<file path="src/rtl/mod_exp_sequencer.sv">
// mod_exp_sequencer
//   Left-to-right square-and-multiply controller computing
//   base^exponent mod modulus. Arithmetic is delegated to an external
//   modular multiplier over an AXI-stream request/result pair.
// Ports:
//   clk, rst                      clock, asynchronous active-high reset
//   input_base_*                  AXI-stream slave, base operand
//   input_exponent_*              AXI-stream slave, exponent
//   input_modulus_*               AXI-stream slave, modulus
//   mul_multiplier/multiplicand   request operands A/B
//   mul_modulus_tdata             {SIZE zeros, modulus}
//   mul_req_tvalid/tready         request handshake
//   mul_result_*                  reduced product from the multiplier
//   output_*                      AXI-stream master, final result
module mod_exp_sequencer #(
  parameter int unsigned SIZE = 64
) (
  input  logic                clk,
  input  logic                rst,
  input  logic [SIZE-1:0]     input_base_tdata,
  input  logic                input_base_tvalid,
  output logic                input_base_tready,
  input  logic [SIZE-1:0]     input_exponent_tdata,
  input  logic                input_exponent_tvalid,
  output logic                input_exponent_tready,
  input  logic [SIZE-1:0]     input_modulus_tdata,
  input  logic                input_modulus_tvalid,
  output logic                input_modulus_tready,
  output logic [SIZE-1:0]     mul_multiplier_tdata,
  output logic [SIZE-1:0]     mul_multiplicand_tdata,
  output logic [2*SIZE-1:0]   mul_modulus_tdata,
  output logic                mul_req_tvalid,
  input  logic                mul_req_tready,
  input  logic [2*SIZE-1:0]   mul_result_tdata,
  input  logic                mul_result_tvalid,
  output logic                mul_result_tready,
  output logic [SIZE-1:0]     output_tdata,
  output logic                output_tvalid,
  input  logic                output_tready
);

  localparam int unsigned IDX_W = (SIZE > 1) ? $clog2(SIZE) : 1;

  localparam logic [2:0] S_IDLE     = 3'd0;
  localparam logic [2:0] S_SQ_REQ   = 3'd1;
  localparam logic [2:0] S_SQ_WAIT  = 3'd2;
  localparam logic [2:0] S_MUL_REQ  = 3'd3;
  localparam logic [2:0] S_MUL_WAIT = 3'd4;
  localparam logic [2:0] S_DONE     = 3'd5;

  logic [2:0]      r_state, w_state_nxt;
  logic [SIZE-1:0] r_acc, w_acc_nxt;
  logic [SIZE-1:0] r_base, w_base_nxt;
  logic [SIZE-1:0] r_exp, w_exp_nxt;
  logic [SIZE-1:0] r_mod, w_mod_nxt;
  logic [IDX_W-1:0] r_idx, w_idx_nxt;
  logic [SIZE-1:0] r_req_b, w_req_b_nxt;
  logic            r_req_valid, w_req_valid_nxt;
  logic            r_res_ready, w_res_ready_nxt;
  logic            r_out_valid, w_out_valid_nxt;

  logic            w_in_ready;
  logic            w_req_fire;
  logic            w_res_fire;
  logic            w_advance;
  logic [SIZE-1:0] w_res_low;
  logic            w_unused_res_hi;

  // Operands are taken only on a joint handshake of all three channels.
  assign w_in_ready = (r_state == S_IDLE) && input_base_tvalid
                      && input_exponent_tvalid && input_modulus_tvalid;
  assign input_base_tready     = w_in_ready;
  assign input_exponent_tready = w_in_ready;
  assign input_modulus_tready  = w_in_ready;

  assign w_req_fire      = r_req_valid && mul_req_tready;
  assign w_res_fire      = r_res_ready && mul_result_tvalid;
  assign w_res_low       = mul_result_tdata[SIZE-1:0];
  assign w_unused_res_hi = ^mul_result_tdata[2*SIZE-1:SIZE];

  // Operand A is always the running accumulator; B is r or base.
  assign mul_multiplier_tdata   = r_acc;
  assign mul_multiplicand_tdata = r_req_b;
  assign mul_modulus_tdata      = {{SIZE{1'b0}}, r_mod};
  assign mul_req_tvalid         = r_req_valid;
  assign mul_result_tready      = r_res_ready;
  assign output_tdata           = r_acc;
  assign output_tvalid          = r_out_valid;

  // Next-state and next-output logic.
  always_comb begin
    w_state_nxt     = r_state;
    w_acc_nxt       = r_acc;
    w_base_nxt      = r_base;
    w_exp_nxt       = r_exp;
    w_mod_nxt       = r_mod;
    w_idx_nxt       = r_idx;
    w_req_b_nxt     = r_req_b;
    w_req_valid_nxt = r_req_valid;
    w_res_ready_nxt = r_res_ready;
    w_out_valid_nxt = r_out_valid;
    w_advance       = 1'b0;

    case (r_state)
      S_IDLE: begin
        if (w_in_ready) begin
          w_base_nxt = input_base_tdata;
          w_exp_nxt  = input_exponent_tdata;
          w_mod_nxt  = input_modulus_tdata;
          w_idx_nxt  = IDX_W'(SIZE - 1);
          // Modulus 0 or 1: result is 0, multiplier is never used.
          if (input_modulus_tdata < SIZE'(2)) begin
            w_acc_nxt       = '0;
            w_out_valid_nxt = 1'b1;
            w_state_nxt     = S_DONE;
          end else begin
            w_acc_nxt       = SIZE'(1);
            w_req_b_nxt     = SIZE'(1);
            w_req_valid_nxt = 1'b1;
            w_state_nxt     = S_SQ_REQ;
          end
        end
      end
      S_SQ_REQ, S_MUL_REQ: begin
        if (w_req_fire) begin
          w_req_valid_nxt = 1'b0;
          w_res_ready_nxt = 1'b1;
          w_state_nxt     = (r_state == S_SQ_REQ) ? S_SQ_WAIT : S_MUL_WAIT;
        end
      end
      S_SQ_WAIT: begin
        if (w_res_fire) begin
          w_acc_nxt       = w_res_low;
          w_res_ready_nxt = 1'b0;
          if (r_exp[r_idx]) begin
            w_req_b_nxt     = r_base;
            w_req_valid_nxt = 1'b1;
            w_state_nxt     = S_MUL_REQ;
          end else begin
            w_advance = 1'b1;
          end
        end
      end
      S_MUL_WAIT: begin
        if (w_res_fire) begin
          w_acc_nxt       = w_res_low;
          w_res_ready_nxt = 1'b0;
          w_advance       = 1'b1;
        end
      end
      S_DONE: begin
        if (r_out_valid && output_tready) begin
          w_out_valid_nxt = 1'b0;
          w_state_nxt     = S_IDLE;
        end
      end
      default: begin
        w_state_nxt     = S_IDLE;
        w_req_valid_nxt = 1'b0;
        w_res_ready_nxt = 1'b0;
        w_out_valid_nxt = 1'b0;
      end
    endcase

    // Bit-step folded into the wait-state exit: next square or finish.
    if (w_advance) begin
      if (r_idx == '0) begin
        w_out_valid_nxt = 1'b1;
        w_state_nxt     = S_DONE;
      end else begin
        w_idx_nxt       = r_idx - IDX_W'(1);
        w_req_b_nxt     = w_res_low;
        w_req_valid_nxt = 1'b1;
        w_state_nxt     = S_SQ_REQ;
      end
    end
  end

  // State and output registers.
  always_ff @(posedge clk or posedge rst) begin
    if (rst) begin
      r_state     <= S_IDLE;
      r_acc       <= '0;
      r_base      <= '0;
      r_exp       <= '0;
      r_mod       <= '0;
      r_idx       <= '0;
      r_req_b     <= '0;
      r_req_valid <= 1'b0;
      r_res_ready <= 1'b0;
      r_out_valid <= 1'b0;
    end else begin
      r_state     <= w_state_nxt;
      r_acc       <= w_acc_nxt;
      r_base      <= w_base_nxt;
      r_exp       <= w_exp_nxt;
      r_mod       <= w_mod_nxt;
      r_idx       <= w_idx_nxt;
      r_req_b     <= w_req_b_nxt;
      r_req_valid <= w_req_valid_nxt;
      r_res_ready <= w_res_ready_nxt;
      r_out_valid <= w_out_valid_nxt;
    end
  end

endmodule

</file>
<file path="config.mk">
export PLATFORM = sky130hd
export DESIGN_NAME = mod_exp_sequencer
export DESIGN_NICKNAME = d
export VERILOG_FILES = /design/src/rtl/mod_exp_sequencer.sv
export SDC_FILE = /design/constraint.sdc
export NUM_CORES = 1
export LEC_CHECK = 0
export CORE_AREA = 3 3 253 255
export DETAILED_ROUTE_END_ITERATION = 6
export DIE_AREA = 0 0 256 258
export PLACE_DENSITY_LB_ADDON = 0.3
export SLEW_MARGIN = 20
export SYNTH_ARGS = -nofsm -noshare
export SYNTH_HDL_FRONTEND = slang
export SYNTH_SLANG_ARGS = --single-unit
</file>
<file path="constraint.sdc">
create_clock -name clk -period 13.65 [get_ports clk]
set_input_delay 2.73 -clock clk [delete_from_list [all_inputs] [get_ports clk]]
set_output_delay 2.73 -clock clk [all_outputs]
set_load 0.005 [all_outputs]
</file>
==> flow_metrics.env, run 1 <==
export IMPL_vdd_drop_max_mv=0.07561
export IMPL_maxSlewHeadroom=0.3155
export IMPL_place_ws_ns=5.912
export IMPL_htreeDepth=2
export IMPL_placed_cells_incl_taps=2826
export IMPL_dr_first_iter_drc_count=530
export IMPL_crit_path_cell_trace="clkdlybuf4s50_1 > nand4b_1 > or3_4 > inv_6 > clkdlybuf4s50_1"
export IMPL_antenna_found_initial=8
export IMPL_rsz0062_at_grt="no"
export IMPL_drcViolationCount=0
export IMPL_netlist_top_cells_count="nand2_1 (648), dfrtp_1 (332), buf_4 (135)"
export IMPL_placeableCoreArea_mm2=0.06183
export IMPL_wire_per_inst_um=17.98
export IMPL_path_class="in2out"
export IMPL_area_growth_syn_to_layout_pct=43.15
export IMPL_grt_pass1_vias=13050
export IMPL_grt_remaining_overflow=0
export IMPL_synth_largest_area_cell="dfrtp_1"
export IMPL_clkTransAtPathRegs_ns=0.06
export IMPL_drtAntennaViolNets=0
export IMPL_hold_path_class="reg2reg"
export IMPL_cts_root_buf="clkbuf_16"
export IMPL_synth_edf_count=0
export IMPL_drtPass1Iterations=5
export IMPL_leakage_nw=10.41
export IMPL_track_usage=0.1526
export IMPL_synthTopCellsByArea="dfrtp_1 (55%), nand2_1 (16%), buf_4 (6.7%), mux2i_1 (5.1%), a22o_1 (3.6%)"
export IMPL_seqCellArea_mm2=0.008308
export IMPL_clock_sinks=332
export IMPL_finalSetupViolCount=0
export IMPL_totalPowerFinal_w=0.004556
export IMPL_fin_tns_setup_ns=0
export IMPL_start_util=0.2462
export IMPL_grt_pass1_wl_um=79650
export IMPL_power_density_mw_per_mm2=209.1
export IMPL_crit_slowest_cell="or3_4"
export IMPL_syn_avg_cell_area_um2=9.436
export IMPL_gp_congestion=0.8565
export IMPL_n_fill_cell=6325
export IMPL_clock_latency_ns=0.54
export IMPL_cpMostUsedCell="clkdlybuf4s50_1"
export IMPL_synth_flop_cell="dfrtp_1"
export IMPL_final_period_utilization=0.5646
export IMPL_cp_max_fo=47
export IMPL_syn_inst=1613
export IMPL_layoutNonFillerInstCount=2895
export IMPL_place_hpwl_um=37040
export IMPL_multiInputGateArea_mm2=0.005734
export IMPL_netlist_area_leader_share=0.5459
export IMPL_final_net_count=2361
export IMPL_hold_buffers=0
export IMPL_synth_seq_cells=332
export IMPL_drive_above_1_share=0.04910
export IMPL_cts_resized=0
export IMPL_fin_ws_ns=5.943
export IMPL_synth_cell_type_count=58
export IMPL_seq_area_frac_synth=0.5459
export IMPL_start_kind="input pin"
export IMPL_worst_slew_pin_slew_ns=1.027
export IMPL_synth_most_common_cell="nand2_1"
export IMPL_ys_warnings_count=0
export IMPL_die_w_um=256
export IMPL_clock_path_buffers=3
export IMPL_totalWireLength_um=52060
export IMPL_vias_per_cell=4.350
export IMPL_syn_area_mm2=0.01522
export IMPL_postCtsSetupBuffers=0
export IMPL_max_cap_violations=0
export IMPL_fmax_ghz=0.1298
export IMPL_hold_violations=0
export IMPL_cts_inserted_buffers=40
export IMPL_critPathRequiredTime_ns=10.92
export IMPL_dr_total_vias=12590
export IMPL_port_buffers=525
export IMPL_arrival_ns=4.98
export IMPL_clock_skew_ns=0.01473
export IMPL_dieArea_mm2=0.06605
export IMPL_io_pins=654
export IMPL_finalCriticalPeriod_ns=7.707
export IMPL_endpoint_kind="output pin"
export IMPL_cts_tree="built"
export IMPL_async_flop_share=1.000
export IMPL_slew_viol_final=0
export IMPL_core_rowCount=91
export IMPL_fp_dieH_um=258
export IMPL_critPathMaxStageDelay_ns=0.59
export IMPL_grt_max_degree=120
export IMPL_status="finished clean"
## worst max-delay path: cells and delay by family
kind / cells / cell delay (ns)
simple gates: 2 / 0.80
buf+inv: 3 / 1.41
## worst paths after layout
check | start | end | slack (ns) | cells past startpoint
setup / recovery | input_modulus_tvalid | input_modulus_tready | 5.94 | 5
hold / removal | r_exp[14]$_DFFE_PP0P_ | r_exp[14]$_DFFE_PP0P_ | 0.47 | 2
setup reg to reg | r_idx[2]$_DFF_PP0_ | mul_multiplicand_tdata[19]$_DFF_PP0_ | 9.10 | 8
hold reg to reg | r_exp[14]$_DFFE_PP0P_ | r_exp[14]$_DFFE_PP0P_ | 0.47 | 2
max in group asynchronous | rst | r_mod[20]$_DFFE_PP0P_ | 8.48 | 4
min in group asynchronous | rst | r_base[56]$_DFFE_PP0P_ | 2.71 | 2
## metrics by stage
step           utilization  hold slack (ns)  instance area (um^2)
6_report            0.3524           0.4690                 21790
5_1_grt             0.3524           0.4903                 21790
4_1_cts             0.3524           0.4721                 21780
3_5_place_dp        0.3316           0.4573                 20500
3_3_place_gp        0.3316           0.4562                 20500
2_1_floorplan            -           0.4385                 15460
## cells in the final DEF (no fill, tap or decap), types with 4 or more instances in the layout
master,synthesis,layout
clkbuf_8,0,9
a22o_1,63,63
buf_4,135,15
nor2_1,8,8
o21ai_0,65,65
mux2_2,10,10
clkinv_2,0,6
and2_1,64,64
nand4_1,5,5
nand2_1,648,648
mux2i_1,77,77
clkbuf_16,0,41
clkdlybuf4s50_1,0,525
a21oi_1,10,10
nor4_1,17,16
conb_1,1,64
mux4_2,4,4
clkbuf_1,72,8
a31oi_1,5,5
inv_1,8,6
dfrtp_1,332,332
nor3_1,7,7
nand3_1,5,4
## layout make-up
cell class	count	area share
clock buffer	58	0.05415
inverter	8	0.001953
timing repair buffer	540	0.2464
sequential	332	0.3813
antenna	1	0.0001149
tap	837	0.04807
clock inverter	10	0.004824
multi-input combinational	1109	0.2632
## kinds of logic after synthesis
group / count (synthesis) / synth area share
xor gates and xnor gates: 2 / 0.001151
muxes: 92 / 0.06470
buffers and inverters: 235 / 0.09470
adders and majority gates: 2 / 0.001644
and+or+nand+nor: 780 / 0.2136
other: 1 / 0.0002464
DFF: 332 / 0.5459
AOI/OAI and AO/OA: 169 / 0.07810
## routing by layer
layer | vias up | GRT usage | wire length [um]
li1 | 5920 | - | -
met1 | 6145 | 0.1952 | 22420
met2 | 437 | 0.2532 | 24840
met3 | 85 | 0.03766 | 3324
met4 | 6 | 0.05052 | 1442
met5 | - | 0 | 36
## power by group
group	total, W	internal [W]	switching (W)
clock	0.00105	0.000634	0.000417
combinational	0.00171	0.00104	0.000673
sequential	0.00179	0.00147	0.000324
total	0.00456	0.00314	0.00141
## registers in the layout (all words and copies together), names as in the netlist
signal,flops
mul_result_tready,1
mul_req_tvalid,1
r_base,64
r_state,3
mul_multiplier_tdata,64
r_exp,64
r_idx,6
mul_multiplicand_tdata,64
r_mod,64
output_tvalid,1
Power figures use the tool's default switching activity.
==> run 2: changes to the inputs <==
clock period = 6.25 ns   (was 13.65 ns; I/O delays follow)
==> run 2 against run 1 <==
  * First-iteration DRC count up 1.1%
  * Worst setup slack worse by 4.5 ns
  * Critical path type unchanged
  * Critical path depth unchanged
  * Via count down 0.75%
  * Routed wire length down 0.41%
  * Power up 120%
  * Register-to-register slack worse by 7.0 ns
  * Non-clock buffer count up 1
==> flow_metrics.env, run 2 (synthesized netlist as in run 1, its figures left out) <==
export IMPL_status="finished clean"
export IMPL_worst_slew_pin_slew_ns=1.033
export IMPL_clock_latency_ns=0.54
export IMPL_crit_start="input_modulus_tvalid"
export IMPL_finalCriticalPeriod_ns=4.804
export IMPL_cts_tree="built"
export IMPL_clkTransAtPathRegs_ns=0.05
export IMPL_clock_path_buffers=3
export IMPL_drtPass1Iterations=4
export IMPL_grt_pass1_vias=12920
export IMPL_grt_pass1_wl_um=78860
export IMPL_arrival_ns=3.55
export IMPL_wire_per_inst_um=17.88
export IMPL_power_density_mw_per_mm2=454.9
export IMPL_multiInputGateArea_mm2=0.005734
export IMPL_cp_max_fo=53
export IMPL_cts_resized=0
export IMPL_antenna_found_initial=8
export IMPL_vias_per_cell=4.310
export IMPL_place_area_mm2=0.02054
export IMPL_dr_first_iter_drc_count=536
export IMPL_core_rowCount=91
export IMPL_placeableCoreArea_mm2=0.06183
export IMPL_fp_dieH_um=258
export IMPL_layout_commonest_cell="nand2_1"
export IMPL_dieArea_mm2=0.06605
export IMPL_leakage_nw=10.42
export IMPL_cts_inserted_buffers=41
export IMPL_cts_root_buf="clkbuf_16"
export IMPL_hold_buffers=0
export IMPL_drive_above_1_share=0.04951
export IMPL_totalWireLength_um=51850
export IMPL_fmax_ghz=0.2082
export IMPL_grt_remaining_overflow=0
export IMPL_grt_max_degree=142
export IMPL_place_hpwl_um=36670
export IMPL_clock_sinks=332
export IMPL_clock_skew_ns=0.01798
export IMPL_seqCellArea_mm2=0.008308
export IMPL_track_usage=0.1516
export IMPL_rsz0062_at_grt="no"
export IMPL_dr_total_vias=12500
export IMPL_path_class="in2out"
export IMPL_gp_congestion=0.8387
export IMPL_n_fill_cell=6295
export IMPL_start_kind="input pin"
export IMPL_final_period_utilization=0.7686
export IMPL_layout_common_cells="nand2_1 (648), clkdlybuf4s50_1 (525), dfrtp_1 (332), mux2i_1 (77), o21ai_0 (65)"
export IMPL_htreeDepth=2
export IMPL_port_buffers=525
export IMPL_vdd_drop_max_mv=0.1559
export IMPL_hold_violations=0
export IMPL_reg2reg_from="r_idx[0]$_DFF_PP0_"
export IMPL_finalSetupViolCount=0
export IMPL_slew_viol_final=0
export IMPL_reg2reg_slack_ns=2.07
export IMPL_hold_path_class="reg2reg"
export IMPL_worstHoldStart="r_exp[10]$_DFFE_PP0P_"
export IMPL_die_w_um=256
export IMPL_maxSlewHeadroom=0.3114
export IMPL_drtAntennaViolNets=0
export IMPL_fin_tns_setup_ns=0
export IMPL_io_pins=654
export IMPL_postCtsSetupBuffers=0
export IMPL_area_growth_syn_to_layout_pct=43.45
export IMPL_drcViolationCount=0
export IMPL_final_net_count=2363
export IMPL_critPathRequiredTime_ns=5.00
export IMPL_design_area_mm2=0.02183
export IMPL_start_util=0.2462
export IMPL_endpoint_kind="output pin"
export IMPL_max_cap_violations=0
run 2: cell type report:
type	count	area share
Inverter	8	0.001777
Clock buffer	58	0.05416
Tap cell	837	0.04797
Sequential cell	332	0.3805
Multi-Input combinational cell	1109	0.2627
Timing Repair Buffer	541	0.2479
Clock inverter	12	0.004642
Antenna cell	3	0.0003439
run 2: worst paths after layout:
path / endpoint / depth (start not counted)
setup / recovery: input_exponent_tready / 5
hold / removal: r_exp[10]$_DFFE_PP0P_ / 2
setup reg to reg: mul_multiplicand_tdata[20]$_DFF_PP0_ / 9
hold reg to reg: r_exp[10]$_DFFE_PP0P_ / 2
max in group asynchronous: r_mod[41]$_DFFE_PP0P_ / 3
min in group asynchronous: mul_multiplier_tdata[43]$_DFFE_PP0P_ / 2
run 2: critical path, cell delays in order:
cell	delay [ns]
clkdlybuf4s50_1	0.45
nand4b_1	0.21
or3_4	0.62
inv_6	0.39
clkdlybuf4s50_1	0.59
run 2: stage by stage:
stage	setup WS (ns)	hold slack, ns	cells	utilization	power, W
after floorplan	0.5654	0.4385	1676	-	0.005574
after global placement	1.412	0.4572	2827	0.3322	0.007653
after detailed placement	1.403	0.4589	2827	0.3322	0.007727
after CTS	1.389	0.4728	2897	0.3530	0.01011
after global routing	1.279	0.4893	2898	0.3530	0.01062
final	1.446	0.4654	2900	0.3531	0.009933
run 2: power breakdown:
group          switching (W)  internal (W)  total, W
registers           0.000714       0.00320   0.00392
clock network       0.000932       0.00136   0.00229
logic                0.00145       0.00228   0.00373
total                0.00310       0.00684   0.00993
run 2: metal layers:
layer	part of all wire	up-vias	global-route usage
met1	0.42	6078	0.1888
met2	0.48	408	0.2522
met3	0.080	76	0.05100
li1	-	5929	-
met5	0.0010	-	0
met4	0.022	8	0.04054
